### src/rtl/jtag_pkg.sv
// jtag_pkg: shared definitions for the JTAG master sequencer.
//   - command opcode and controller state encodings
//   - TMS prefix/suffix patterns (bit 0 is driven first) and their lengths
//   - helpers that give the TMS level and the shift window for a TCK cycle index
package jtag_pkg;

  localparam int unsigned MAX_BITS_DEF = 32;

  typedef enum logic [1:0] {
    OP_TAP_RESET = 2'b00,
    OP_SHIFT_IR  = 2'b01,
    OP_SHIFT_DR  = 2'b10,
    OP_IDLE_CLK  = 2'b11
  } jtag_op_e;

  typedef enum logic [1:0] {
    ST_IDLE = 2'b00,
    ST_RUN  = 2'b01,
    ST_DONE = 2'b10
  } jtag_state_e;

  // Prefix patterns all start from Run-Test/Idle.
  localparam logic [7:0] TMS_PRE_RESET = 8'b0001_1111;  // 1,1,1,1,1,0
  localparam logic [7:0] TMS_PRE_IR    = 8'b0000_0011;  // 1,1,0,0
  localparam logic [7:0] TMS_PRE_DR    = 8'b0000_0001;  // 1,0,0
  localparam logic [5:0] LEN_PRE_RESET = 6'd6;
  localparam logic [5:0] LEN_PRE_IR    = 6'd4;
  localparam logic [5:0] LEN_PRE_DR    = 6'd3;
  // Suffix after Exit1: Update (1) then Run-Test/Idle (0).
  localparam logic [1:0] TMS_SUF       = 2'b01;
  localparam logic [5:0] LEN_SUF       = 6'd2;

  function automatic logic [7:0] pre_tms(input jtag_op_e op);
    logic [7:0] r;
    case (op)
      OP_TAP_RESET: r = TMS_PRE_RESET;
      OP_SHIFT_IR:  r = TMS_PRE_IR;
      OP_SHIFT_DR:  r = TMS_PRE_DR;
      default:      r = 8'h00;
    endcase
    return r;
  endfunction

  function automatic logic [5:0] pre_len(input jtag_op_e op);
    logic [5:0] r;
    case (op)
      OP_TAP_RESET: r = LEN_PRE_RESET;
      OP_SHIFT_IR:  r = LEN_PRE_IR;
      OP_SHIFT_DR:  r = LEN_PRE_DR;
      default:      r = 6'd0;
    endcase
    return r;
  endfunction

  function automatic logic [5:0] suf_len(input jtag_op_e op);
    logic [5:0] r;
    if ((op == OP_SHIFT_IR) || (op == OP_SHIFT_DR)) r = LEN_SUF;
    else r = 6'd0;
    return r;
  endfunction

  // Number of shift/idle cycles; TAP reset has no shift window.
  function automatic logic [5:0] shift_len(input jtag_op_e op, input logic [4:0] len);
    logic [5:0] r;
    if (op == OP_TAP_RESET) r = 6'd0;
    else r = {1'b0, len} + 6'd1;
    return r;
  endfunction

  // True when TCK cycle 'cyc' moves a data bit through IR or DR.
  function automatic logic is_shift(input jtag_op_e op, input logic [5:0] cyc,
                                    input logic [5:0] n);
    logic [5:0] pl;
    logic       r;
    pl = pre_len(op);
    if ((op == OP_SHIFT_IR) || (op == OP_SHIFT_DR)) r = (cyc >= pl) && ((cyc - pl) < n);
    else r = 1'b0;
    return r;
  endfunction

  // TMS level for TCK cycle 'cyc': prefix, shift window (last bit exits), suffix.
  function automatic logic tms_bit(input jtag_op_e op, input logic [5:0] cyc,
                                   input logic [5:0] n);
    logic [7:0] pre;
    logic [5:0] pl;
    logic [5:0] rel;
    logic [5:0] rel_suf;
    logic       r;
    pre     = pre_tms(op);
    pl      = pre_len(op);
    rel     = cyc - pl;
    rel_suf = rel - n;
    if (cyc < pl) r = pre[cyc[2:0]];
    else if (rel < n) r = (op != OP_IDLE_CLK) && (rel == (n - 6'd1));
    else r = (rel_suf == 6'd0) ? TMS_SUF[0] : TMS_SUF[1];
    return r;
  endfunction

endpackage

### src/rtl/jtag_tck_gen.sv
// jtag_tck_gen: TCK divider. While en_i is high the divider counts
// 0..CLK_DIV-1 and ticks on the terminal count; each tick toggles TCK, so one
// TCK period is a low phase then a high phase of CLK_DIV clocks each.
// Ports: clk_i/rst_ni clock and async active-low reset; en_i run enable
// (divider and TCK held at 0 when low); tck_o registered TCK; rise_o/fall_o
// one-clock strobes on the tick that raises/lowers TCK.
module jtag_tck_gen
  import jtag_pkg::*;
#(
  parameter int unsigned CLK_DIV = 4
) (
  input  logic clk_i,
  input  logic rst_ni,
  input  logic en_i,
  output logic tck_o,
  output logic rise_o,
  output logic fall_o
);

  localparam int unsigned    DW       = (CLK_DIV > 2) ? $clog2(CLK_DIV) : 1;
  localparam logic [DW-1:0]  DIV_LAST = DW'(CLK_DIV - 1);
  localparam logic [DW-1:0]  DIV_ONE  = DW'(1);

  logic [DW-1:0] div_q, div_d;
  logic          tck_q, tck_d;
  logic          tick_s;

  // Divider next state and TCK toggle on terminal count.
  always_comb begin
    tick_s = en_i && (div_q == DIV_LAST);
    if (!en_i) begin
      div_d = {DW{1'b0}};
      tck_d = 1'b0;
    end else if (tick_s) begin
      div_d = {DW{1'b0}};
      tck_d = ~tck_q;
    end else begin
      div_d = div_q + DIV_ONE;
      tck_d = tck_q;
    end
  end

  // Divider and TCK registers.
  always_ff @(posedge clk_i or negedge rst_ni) begin
    if (!rst_ni) begin
      div_q <= {DW{1'b0}};
      tck_q <= 1'b0;
    end else begin
      div_q <= div_d;
      tck_q <= tck_d;
    end
  end

  assign tck_o  = tck_q;
  assign rise_o = tick_s & ~tck_q;
  assign fall_o = tick_s & tck_q;

endmodule

### src/rtl/jtag_master_ctrl.sv
// jtag_master_ctrl: command-driven JTAG chain sequencer.
// Ports: clk/resetb (async active-low); cmd_valid/cmd_ready/cmd_op/cmd_len/
// cmd_data command handshake (len = count-1, data LSB first); rsp_valid one
// clock pulse with rsp_data (captured TDO, held until the next completion);
// tck/tms/tdi JTAG drive, tdo JTAG return.
// Build option JTAG_LOOPBACK_EN: when defined, the capture path samples the
// internal TDI register instead of the tdo pin (self-test).
// TMS/TDI change only on the tick that lowers TCK (or at acceptance), TDO is
// sampled on the tick that raises TCK.
module jtag_master_ctrl
  import jtag_pkg::*;
#(
  parameter int unsigned CLK_DIV  = 4,
  parameter int unsigned MAX_BITS = MAX_BITS_DEF
) (
  input  logic                clk,
  input  logic                resetb,
  input  logic                cmd_valid,
  output logic                cmd_ready,
  input  logic [1:0]          cmd_op,
  input  logic [4:0]          cmd_len,
  input  logic [MAX_BITS-1:0] cmd_data,
  output logic                rsp_valid,
  output logic [MAX_BITS-1:0] rsp_data,
  output logic                tck,
  output logic                tms,
  output logic                tdi,
  input  logic                tdo
);

  localparam int unsigned IW = $clog2(MAX_BITS);

  jtag_state_e         state_q, state_d;
  jtag_op_e            op_q, op_d, cmd_op_s;
  logic [5:0]          n_q, n_d, cyc_q, cyc_d, cyc_nxt_s, total_s, cmd_n_s;
  logic [MAX_BITS-1:0] data_q, data_d, cap_q, cap_d, rsp_data_q, rsp_data_d;
  logic                tms_q, tms_d, tdi_q, tdi_d;
  logic                ready_q, ready_d, rsp_valid_q, rsp_valid_d;
  logic                run_s, rise_s, fall_s, accept_s, last_s, sample_s;
  logic [IW-1:0]       idx_s, idx_nxt_s;

  assign run_s = (state_q == ST_RUN);

  jtag_tck_gen #(
    .CLK_DIV (CLK_DIV)
  ) u_tck_gen (
    .clk_i  (clk),
    .rst_ni (resetb),
    .en_i   (run_s),
    .tck_o  (tck),
    .rise_o (rise_s),
    .fall_o (fall_s)
  );

`ifdef JTAG_LOOPBACK_EN
  assign sample_s = tdi_q;
`else
  assign sample_s = tdo;
`endif

  // Command decode and TCK cycle bookkeeping.
  always_comb begin
    cmd_op_s  = jtag_op_e'(cmd_op);
    cmd_n_s   = shift_len(cmd_op_s, cmd_len);
    accept_s  = cmd_valid && ready_q;
    total_s   = pre_len(op_q) + n_q + suf_len(op_q);
    last_s    = (cyc_q == (total_s - 6'd1));
    cyc_nxt_s = cyc_q + 6'd1;
    idx_s     = IW'(cyc_q - pre_len(op_q));
    idx_nxt_s = IW'(cyc_nxt_s - pre_len(op_q));
  end

  // Controller FSM: accept, step TMS/TDI per TCK cycle, capture TDO, complete.
  always_comb begin
    state_d     = state_q;
    op_d        = op_q;
    n_d         = n_q;
    cyc_d       = cyc_q;
    data_d      = data_q;
    cap_d       = cap_q;
    tms_d       = tms_q;
    tdi_d       = tdi_q;
    ready_d     = ready_q;
    rsp_valid_d = 1'b0;
    rsp_data_d  = rsp_data_q;
    case (state_q)
      ST_IDLE, ST_DONE: begin
        if (accept_s) begin
          state_d = ST_RUN;
          op_d    = cmd_op_s;
          n_d     = cmd_n_s;
          cyc_d   = 6'd0;
          data_d  = cmd_data;
          cap_d   = {MAX_BITS{1'b0}};
          tms_d   = tms_bit(cmd_op_s, 6'd0, cmd_n_s);
          tdi_d   = 1'b0;  // no op shifts in its first TCK cycle
          ready_d = 1'b0;
        end else begin
          state_d = ST_IDLE;
        end
      end
      ST_RUN: begin
        if (rise_s) begin
          if (is_shift(op_q, cyc_q, n_q)) cap_d[idx_s] = sample_s;
          else cap_d = cap_q;
        end else if (fall_s) begin
          if (last_s) begin
            state_d     = ST_DONE;
            ready_d     = 1'b1;
            rsp_valid_d = 1'b1;
            rsp_data_d  = cap_q;
            tdi_d       = 1'b0;
          end else begin
            cyc_d = cyc_nxt_s;
            tms_d = tms_bit(op_q, cyc_nxt_s, n_q);
            tdi_d = is_shift(op_q, cyc_nxt_s, n_q) ? data_q[idx_nxt_s] : 1'b0;
          end
        end else begin
          state_d = ST_RUN;
        end
      end
      default: begin
        state_d = ST_IDLE;
        ready_d = 1'b1;
      end
    endcase
  end

  // Controller state and output registers.
  always_ff @(posedge clk or negedge resetb) begin
    if (!resetb) begin
      state_q     <= ST_IDLE;
      op_q        <= OP_TAP_RESET;
      n_q         <= 6'd0;
      cyc_q       <= 6'd0;
      data_q      <= {MAX_BITS{1'b0}};
      cap_q       <= {MAX_BITS{1'b0}};
      tms_q       <= 1'b1;
      tdi_q       <= 1'b0;
      ready_q     <= 1'b1;
      rsp_valid_q <= 1'b0;
      rsp_data_q  <= {MAX_BITS{1'b0}};
    end else begin
      state_q     <= state_d;
      op_q        <= op_d;
      n_q         <= n_d;
      cyc_q       <= cyc_d;
      data_q      <= data_d;
      cap_q       <= cap_d;
      tms_q       <= tms_d;
      tdi_q       <= tdi_d;
      ready_q     <= ready_d;
      rsp_valid_q <= rsp_valid_d;
      rsp_data_q  <= rsp_data_d;
    end
  end

  assign cmd_ready = ready_q;
  assign rsp_valid = rsp_valid_q;
  assign rsp_data  = rsp_data_q;
  assign tms       = tms_q;
  assign tdi       = tdi_q;

endmodule

### config.mk
export PLATFORM = sky130hd
export DESIGN_NAME = jtag_master_ctrl
export DESIGN_NICKNAME = d
export VERILOG_FILES = /design/src/rtl/jtag_pkg.sv /design/src/rtl/jtag_tck_gen.sv /design/src/rtl/jtag_master_ctrl.sv
export SDC_FILE = /design/constraint.sdc
export NUM_CORES = 1
export LEC_CHECK = 0
export CORE_UTILIZATION = 50
export CTS_CLUSTER_DIAMETER = 150
export CTS_CLUSTER_SIZE = 8
export DETAILED_ROUTE_END_ITERATION = 8
export PLACE_DENSITY = 0.72
export SETUP_SLACK_MARGIN = 0.15
export SLEW_MARGIN = 0
export SYNTH_ARGS = -nofsm -noshare
export SYNTH_HDL_FRONTEND = slang
export SYNTH_SLANG_ARGS = --single-unit
### constraint.sdc
create_clock -name clk -period 4.65 [get_ports clk]
set_input_delay 0.93 -clock clk [delete_from_list [all_inputs] [get_ports clk]]
set_output_delay 0.93 -clock clk [all_outputs]
set_load 0.01 [all_outputs]
==> results.cfg <==
[outcome]
status = complete, no violations

[power_and_ir_drop]
switching_share = 0.211
powerDensity_mw_per_mm2 = 289
internal_power_w = 0.00195
power.leakage_nw = 4.02
p_clk_frac = 0.525
p_comb_frac = 0.055
switchingPower_w = 0.000520
p_total_w = 0.00247
peakVddDrop_uv = 217
p_seq_frac = 0.420

[cells_and_area]
drive_gt1_frac = 0.0910
final_common_cell = nand2_1
regArea_mm2 = 0.00298
nFillCells = 1113
area_growth_pct = 22.0
instances_no_fill = 1000
multi_input_area_mm2 = 0.00371
insertedDiodeCount = 0
final_cell_mix = nand2_1, dfrtp_1, clkdlybuf4s50_1
nNetsFinal = 903

[synthesis]
synth_edf_count = 0
yosysSeqAreaShare = 0.425
ys_ff_latch = 119
netlist.area_leader.share = 0.418
synth_area_per_cell_um2 = 9.60
synthCells = 730
synth_top_flop_cell = dfrtp_1
yosys_warnings = 0
synth.area.top_cells = dfrtp_1, nand2_1, ha_1
yosysUniqueCellTypes = 65
async_flop_share = 1.00
synth_top_area_cell = dfrtp_1
mappedNetlistNets = 821
synth_area_mm2 = 0.00701

[timing]
tns_ns = 0
worst_slew_pin_slew_ns = 1.27
min_period_ns = 4.12
slew_headroom = 0.143
clock_skew_ns = 0.00787
clock.fmax_ghz = 0.243
final-hold-violation-count = 0
report.final.slew_viol_count = 0
fin_ws_ns = 0.530
finalSetupViolCount = 0
rsz0062_at_grt = false
fin_crit_sh = 0.886

[worst_hold_path]
hp-class = flop to flop

[route]
first_pass_iters = 5
drt_iter0_markers = 344
vias = 5484
wl_per_cell_um = 15.7
drcViolationCount = 0
antenna_left = 0
wirelength_um = 15700
viasPerCell = 5.48

[cts]
cts_inserted_buffers = 17
cts_resized = 0
htreeDepth = 4
cts.sinks = 119
cts_root_buf = clkbuf_16
insertion_delay_ns = 0.42
postCtsHoldBufs = 0
cts.reportedPaths.clkPinSlew_ns = 0.05
cts_tree = done
cts_setup_buffers = 0
cts_buffer_depth = 2

[global_routing]
track_usage = 0.240
grt_overflow = 0
grt_pass1_wl_um = 27200
first_global_vias = 5615
grt_max_degree = 68
antenna_found_initial = 0

[run]
maxCapViolCount = 0

[floorplan]
die_y_um = 120
core.rowCount = 42
core_area_mm2 = 0.0135
start_util = 0.521
ios = 80
dieArea_mm2 = 0.0145
dieWidth_um = 120

[placement]
port_buffers = 79
dp_slack_ns = 0.370
hpwlAfterDp_um = 11300
dp_cells = 969
gp_congestion = 0.903

[critical_path]
path_class = flop to flop
start_kind = flop
cp_max_fo = 16
required_ns = 4.92
critPathArrivalTime_ns = 4.39
end_kind = flop
==> cells by family after synthesis <==
family                   synth area share
AO/OA/AOI/OAI                      0.0964
XOR/XNOR                           0.0528
adder cells (fa/ha/maj)            0.0910
buffers and inverters              0.0455
flip-flops                          0.425
multiplexers                       0.0953
AND/OR/NAND/NOR                     0.194
==> path summary, 6_finish.rpt <==
check / endpoint / from / cells after the start / slack [ns]
max in group asynchronous: n_q[0]$_DFFE_PN0P_ / resetb / 2 / 3.06
worst max-delay path: cap_q[12]$_DFFE_PN0P_ / op_q[0]$_DFFE_PN0P_ / 15 / 0.53
min in group asynchronous: u_tck_gen.tck_o$_DFFE_PN0P_ / resetb / 1 / 0.62
worst min-delay path: u_tck_gen.div_q[0]$_DFF_PN0_ / u_tck_gen.div_q[0]$_DFF_PN0_ / 1 / 0.44
worst max register to register: cap_q[12]$_DFFE_PN0P_ / op_q[0]$_DFFE_PN0P_ / 15 / 0.53
worst min register to register: u_tck_gen.div_q[0]$_DFF_PN0_ / u_tck_gen.div_q[0]$_DFF_PN0_ / 1 / 0.44
==> per-layer routing <==
layer,up-vias,global-route usage,part of all wire
li1,2653,-,-
met1,2627,0.318,0.45
met2,171,0.387,0.48
met3,33,0.0547,0.051
met4,0,0.0833,0.021
met5,-,0,0
==> state kept, by name, indices dropped and copies added, names as in the netlist, 2 cells and up <==
| name | count |
|---|---|
| n_q | 6 |
| state_q | 2 |
| cap_q | 32 |
| rsp_data | 32 |
| op_q | 2 |
| cyc_q | 6 |
| u_tck_gen.div_q | 2 |
| data_q | 32 |
==> worst max-delay path, cell delays in order, from the launching register on <==
cell      delay, ns
dfrtp_1        0.39
inv_1          0.08
ha_1           0.25
o21bai_1       0.28
ha_1           0.32
nor2b_2        0.19
or3_1          0.35
xnor2_2        0.33
ha_1           0.32
and3_1         0.18
a21oi_1        0.15
a41oi_2        0.30
nor3_4         0.55
nand2_1        0.10
nand2_1        0.11
a21oi_1        0.06
==> cell usage after synthesis (all sizes together), types with 3 or more instances <==
cell type / n
clkbuf: 14
and3: 4
buf: 13
nor2: 25
nor2b: 5
o21ai: 21
a211oi: 3
xnor2: 28
inv: 45
nand3: 41
o2111ai: 3
fa: 5
mux2i: 6
a31oi: 5
nor3: 11
dfrtp: 117
a21oi: 48
o22ai: 5
o21a: 3
xor2: 10
mux4: 10
ha: 43
o21bai: 5
mux2: 33
nand2: 185
nor4: 7
nand2b: 7
==> per-stage QoR <==
step                      hold slack (ns)   util  cell area, µm²
after floorplan                     0.415      -            7010
after global placement              0.428  0.591            7960
after detailed placement            0.433  0.591            7960
after CTS                           0.440  0.635            8550
after global routing                0.477  0.635            8550
final                               0.436  0.635            8550
==> power by group through the flow <==
stage	clock (W)	combinational, W	sequential, W
finish	0.00130	0.000135	0.00104
global route	0.00136	0.000150	0.00104
CTS	0.00131	0.000135	0.00104
detailed placement	0	0.000135	0.00105
global placement	0	0.000134	0.00105
floorplan	0	0.0000578	0.00105
==> layout make-up <==
class / instances / share of cell area
Inverter: 45 / 0.0198
Clock inverter: 8 / 0.0111
Multi-Input combinational cell: 539 / 0.435
Clock buffer: 23 / 0.0583
Tap cell: 176 / 0.0258
Sequential cell: 119 / 0.349
Timing Repair Buffer: 90 / 0.102
(Power assumes the default switching activity.)
